## config.mk

```make
export PLATFORM = sky130hd
export DESIGN_NAME = fetch_sequencer
export DESIGN_NICKNAME = d
export VERILOG_FILES = /design/src/rtl/fetch_sequencer.sv
export SDC_FILE = /design/constraint.sdc
export NUM_CORES = 1
export LEC_CHECK = 0
export ABC_AREA = 1
export BUFFER_PORTS_ARGS = -buffer_cell sky130_fd_sc_hd__buf_4
export CORE_ASPECT_RATIO = 0.7
export CORE_MARGIN = 2
export CORE_UTILIZATION = 35
export CTS_BUF_LIST = sky130_fd_sc_hd__clkbuf_8 sky130_fd_sc_hd__clkbuf_16
export DETAILED_ROUTE_END_ITERATION = 7
export SETUP_SLACK_MARGIN = 0.3
export SYNTH_ARGS = -nofsm -noshare
export SYNTH_HDL_FRONTEND = slang
export SYNTH_SLANG_ARGS = --single-unit
export TNS_END_PERCENT = 1
```

## constraint.sdc

```tcl
create_clock -name clock -period 2.8 [get_ports clock]
set_input_delay 0 -clock clock [delete_from_list [all_inputs] [get_ports clock]]
set_output_delay 0 -clock clock [all_outputs]
set_load 0.01 [all_outputs]
```

## src/rtl/fetch_sequencer.sv

```systemverilog
`default_nettype none
// ============================================================================
// Module      : fetch_sequencer
// Description : Multi-cycle instruction-fetch controller. It issues one memory
//               request per fetch, holds the returned word for decode, drives
//               the PC write-enable and raises a sticky timeout fault.
// Revision    : 1.0 - initial release
// ============================================================================
module fetch_sequencer #(
    parameter int TIMEOUT_CYCLES = 16,
    parameter int XLEN           = 32
) (
    input  logic            clock,
    input  logic            reset,
    input  logic [XLEN-1:0] fetch_pc,
    output logic            pc_in_en,
    input  logic            redirect,
    input  logic            halt,
    output logic            mem_req,
    output logic [XLEN-1:0] mem_addr,
    input  logic            mem_ack,
    input  logic [XLEN-1:0] mem_rdata,
    output logic            instr_valid,
    output logic [XLEN-1:0] instr_out,
    output logic [XLEN-1:0] instr_pc,
    input  logic            decode_ready,
    output logic            fetch_fault
);

    localparam int              CNT_W    = (TIMEOUT_CYCLES > 1) ? $clog2(TIMEOUT_CYCLES) : 1;
    localparam logic [CNT_W-1:0] CNT_LAST = CNT_W'(TIMEOUT_CYCLES - 1);

    typedef enum logic [1:0] {
        S_IDLE  = 2'd0,
        S_REQ   = 2'd1,
        S_HOLD  = 2'd2,
        S_FAULT = 2'd3
    } state_t;

    state_t            state;
    state_t            state_nxt;
    logic [CNT_W-1:0]  wait_cnt;
    logic [CNT_W-1:0]  wait_cnt_nxt;
    logic              discard;
    logic              discard_nxt;
    logic [XLEN-1:0]   addr_q;
    logic [XLEN-1:0]   addr_nxt;
    logic [XLEN-1:0]   instr_q;
    logic [XLEN-1:0]   instr_nxt;
    logic [XLEN-1:0]   ipc_q;
    logic [XLEN-1:0]   ipc_nxt;
    logic              pc_en;

    always_ff @(posedge clock or posedge reset) begin
        if (reset) begin
            state    <= S_IDLE;
            wait_cnt <= '0;
            discard  <= 1'b0;
            addr_q   <= '0;
            instr_q  <= '0;
            ipc_q    <= '0;
        end else begin
            state    <= state_nxt;
            wait_cnt <= wait_cnt_nxt;
            discard  <= discard_nxt;
            addr_q   <= addr_nxt;
            instr_q  <= instr_nxt;
            ipc_q    <= ipc_nxt;
        end
    end

    always_comb begin
        state_nxt    = state;
        wait_cnt_nxt = wait_cnt;
        discard_nxt  = discard;
        addr_nxt     = addr_q;
        instr_nxt    = instr_q;
        ipc_nxt      = ipc_q;
        pc_en        = 1'b0;

        case (state)
            S_IDLE: begin
                if (redirect) begin
                    pc_en = 1'b1;
                end else if (!halt) begin
                    addr_nxt     = fetch_pc;
                    wait_cnt_nxt = '0;
                    discard_nxt  = 1'b0;
                    state_nxt    = S_REQ;
                end
            end

            S_REQ: begin
                if (mem_ack) begin
                    if (discard || redirect) begin
                        // Stale or superseded data: only a redirect earns a pulse.
                        pc_en       = redirect;
                        discard_nxt = 1'b0;
                        state_nxt   = S_IDLE;
                    end else begin
                        instr_nxt = mem_rdata;
                        ipc_nxt   = addr_q;
                        pc_en     = 1'b1;
                        state_nxt = S_HOLD;
                    end
                end else begin
                    // Memory cannot be aborted; remember to drop the reply.
                    pc_en = redirect;
                    if (redirect) begin
                        discard_nxt = 1'b1;
                    end
                    if (wait_cnt == CNT_LAST) begin
                        state_nxt = S_FAULT;
                    end else begin
                        wait_cnt_nxt = wait_cnt + CNT_W'(1);
                    end
                end
            end

            S_HOLD: begin
                if (redirect) begin
                    pc_en     = 1'b1;
                    state_nxt = S_IDLE;
                end else if (decode_ready) begin
                    if (halt) begin
                        state_nxt = S_IDLE;
                    end else begin
                        addr_nxt     = fetch_pc;
                        wait_cnt_nxt = '0;
                        discard_nxt  = 1'b0;
                        state_nxt    = S_REQ;
                    end
                end
            end

            S_FAULT: begin
                state_nxt = S_FAULT;
            end

            default: begin
                state_nxt = S_IDLE;
            end
        endcase
    end

    // Reset gates the enable so a redirect during reset cannot load the PC.
    assign pc_in_en    = pc_en & ~reset;
    assign mem_req     = (state == S_REQ);
    assign instr_valid = (state == S_HOLD);
    assign fetch_fault = (state == S_FAULT);
    assign mem_addr    = addr_q;
    assign instr_out   = instr_q;
    assign instr_pc    = ipc_q;

endmodule
`default_nettype wire

```

==> summary.txt <==
FF-to-FF setup slack: 1020 ps
I/O Pins: 170
Fin. Hold Viols: 0
Chip Height: 94.9 µm
CTS tree: built
DR iter-0 viols: 126
clock skew: 8.78 ps
Cell variety after synth: 22
slowest stage delay, CP: 430 ps
Synth area leaders: dfrtp_1 (62%), nand2_1 (11%), nand3_1 (5.5%)
Post-Syn Area: 4130 µm²
Post-synth top cells: nand2_1 (125), dfrtp_1 (103), nand3_1 (45)
Worst EP arrival: 1800 ps
clk sinks: 103
worst setup path start: state[1]
Syn Nets: 523
die width: 134 µm
post-CTS setup buffers: 0
Clk Latency, worst-skew pair: 340 ps
Max FO, Critical Path: 35
switching part of the total: 0.355
die area: 12700 µm²
gr usage total: 0.182
Min Hold Slack: 30.3 ps
H-Tree Level Count: 3
Primary FF master, synth: dfrtp_1
vias in the first global route: 3745
CTS buffer count: 9
net switching power: 2.36 mW
Leak: 3.47 nW
total gr overflow: 0
combinational share of power: 0.413
# diodes: 0
Clock Path Buffers: 2
MaxCap Viol Count: 0
share of the synthesized area in the top cell type: 0.624
CP dominant cell by count: buf_4
hpwl dp: 7540 µm
antenna violations before repair: 0
CP startpoint kind: flip-flop
final setup fails: 0
Tmin final: 1800 ps
Worst-path clk slew: 60 ps
slowest CP cell: dfrtp_1
#FFs+latches synth: 103
share of layout cells above drive strength 1: 0.297
Critical Path RT: 2800 ps
Max Fclk: 554 MHz
actual slew at the worst max-slew pin: 761 ps
pins over their slew limit: 0
area delta synth->final: 57.7%
post-route setup TNS: 0 ps
Mapped Cells: 452
hold buffers post-CTS: 66
core box area: 11600 µm²
status: completed
post_cts resized: 0
maximum VDD drop: 0.405 mV
Worst Setup End Kind: output port
count of flip-flops with a built-in enable after synthesis: 0
first-pass GRT wire length: 18400 µm
Port Buf Inserts: 169
final wirelength: 11300 µm
min-delay worst type: in2reg
Final nets: 754
starting density of the core: 0.356
cells along the critical path: inv_2, nand2_2, nor2_4, buf_4, nand2_1, a21oi_1, buf_4
Int Pwr: 4.30 mW
Async S/R FF share, synth: 1.00
synth warn: 0
kind of critical path: reg2out
largest net degree at the start of global routing: 61
register share of total power: 0.390
Max-Slew Margin vs Limit: 0.492
clock share of power: 0.196
fin crit share: 0.644
GPL Wtd Cong: 0.769
power density over cell area: 1020 nW/µm²
post-synthesis sequential area ratio: 0.624
row count: 33
TritonRoute pass-1 iters: 4
hold_sp: decode_ready
Detail Route Antenna Nets: 0
syn avg cell area: 9.13 µm²
worst r2r src: state[1]
Wirelength per Cell: 13.4 µm
DRC viols: 0
count leader, synth: nand2_1
routed via count: 3803
vias per inst: 4.51
Clock Tree Root: clkbuf_16
RSZ-0062 raised after global routing: no
post-synth top area cell: dfrtp_1
power by group through the flow:
stage | registers, mW | clock network (mW) | logic, mW
after floorplan | 2.86 | 0 | 1.00
after global placement | 2.60 | 0 | 2.67
after detailed placement | 2.61 | 0 | 2.71
after CTS | 2.60 | 1.36 | 2.79
after global routing | 2.69 | 1.41 | 3.07
final | 2.60 | 1.31 | 2.75
per-layer routing:
layer | vias to the layer above | part of all wire | GRT usage
met2 | 144 | 0.46 | 0.288
met3 | 11 | 0.086 | 0.0666
met1 | 1758 | 0.45 | 0.238
li1 | 1890 | - | -
met5 | - | 0 | 0
met4 | 0 | 0.0097 | 0.0488
cell usage in the layout, fill, tap and decap left out:
cell	synthesis	final
a21oi_1	33	33
buf_12	0	1
buf_4	0	175
bufinv_16	0	2
clkbuf_16	0	9
clkbuf_8	0	1
clkinv_1	1	1
clkinvlp_4	0	2
dfrtp_1	103	103
dlygate4sd3_1	0	66
ha_1	1	1
inv_1	38	39
inv_2	5	5
nand2_1	125	125
nand2_2	2	1
nand2_4	0	1
nand3_1	45	45
nand3_2	1	1
nand3b_1	1	1
nor2_1	37	37
nor2_2	2	2
nor2_4	1	1
o21ai_0	1	1
o21ai_1	30	30
o21ai_2	3	3
xnor2_1	1	1
layout make-up:
type / count / area [µm²]
fill: 1005 / 5090
timing repair buffer: 242 / 1990
multi-input combinational: 283 / 1260
clock inverter: 5 / 75.1
tap: 157 / 196
sequential: 103 / 2580
inverter: 44 / 169
clock buffer: 10 / 239
worst paths after layout:
kind                                  to  cells after the start
max                             pc_in_en                      7
min                             state[1]                      4
max reg2reg                 mem_addr[15]                      7
min reg2reg                instr_out[11]                      2
max in group asynchronous   mem_addr[30]                      4
min in group asynchronous  instr_out[16]                      4
critical path: cells and delay by family (launching register included):
| kind | cells | cell delay (ps) |
|---|---|---|
| and+or+nand+nor | 3 | 310 |
| buffers and inverters | 3 | 570 |
| AOI/OAI and AO/OA | 1 | 140 |
| DFF | 1 | 430 |
per-stage QoR:
stage | power [mW] | cells | util | worst slack, ps | area [µm²]
4_1_cts | 6.74 | 844 | 0.561 | 947 | 6510
5_1_grt | 7.17 | 844 | 0.561 | 809 | 6510
3_5_place_dp | 5.33 | 763 | 0.477 | 995 | 5540
3_3_place_gp | 5.27 | 763 | 0.477 | 1060 | 5540
6_report | 6.66 | 844 | 0.561 | 996 | 6510
2_1_floorplan | 3.86 | 452 | - | 1460 | 4130
state kept, by name, indices dropped and copies added (netlist names):
signal,flops
instr_out,32
instr_pc,32
mem_addr,32
wait_cnt,4
state,2
discard,1
cells by family after synthesis:
family	share of synthesized area
compound gates	0.0840
xor+xnor	0.00212
fa+ha+maj	0.00303
buf+inv	0.0715
flops	0.624
simple gates	0.215
Note: power is estimated with default switching activity, not from simulation.
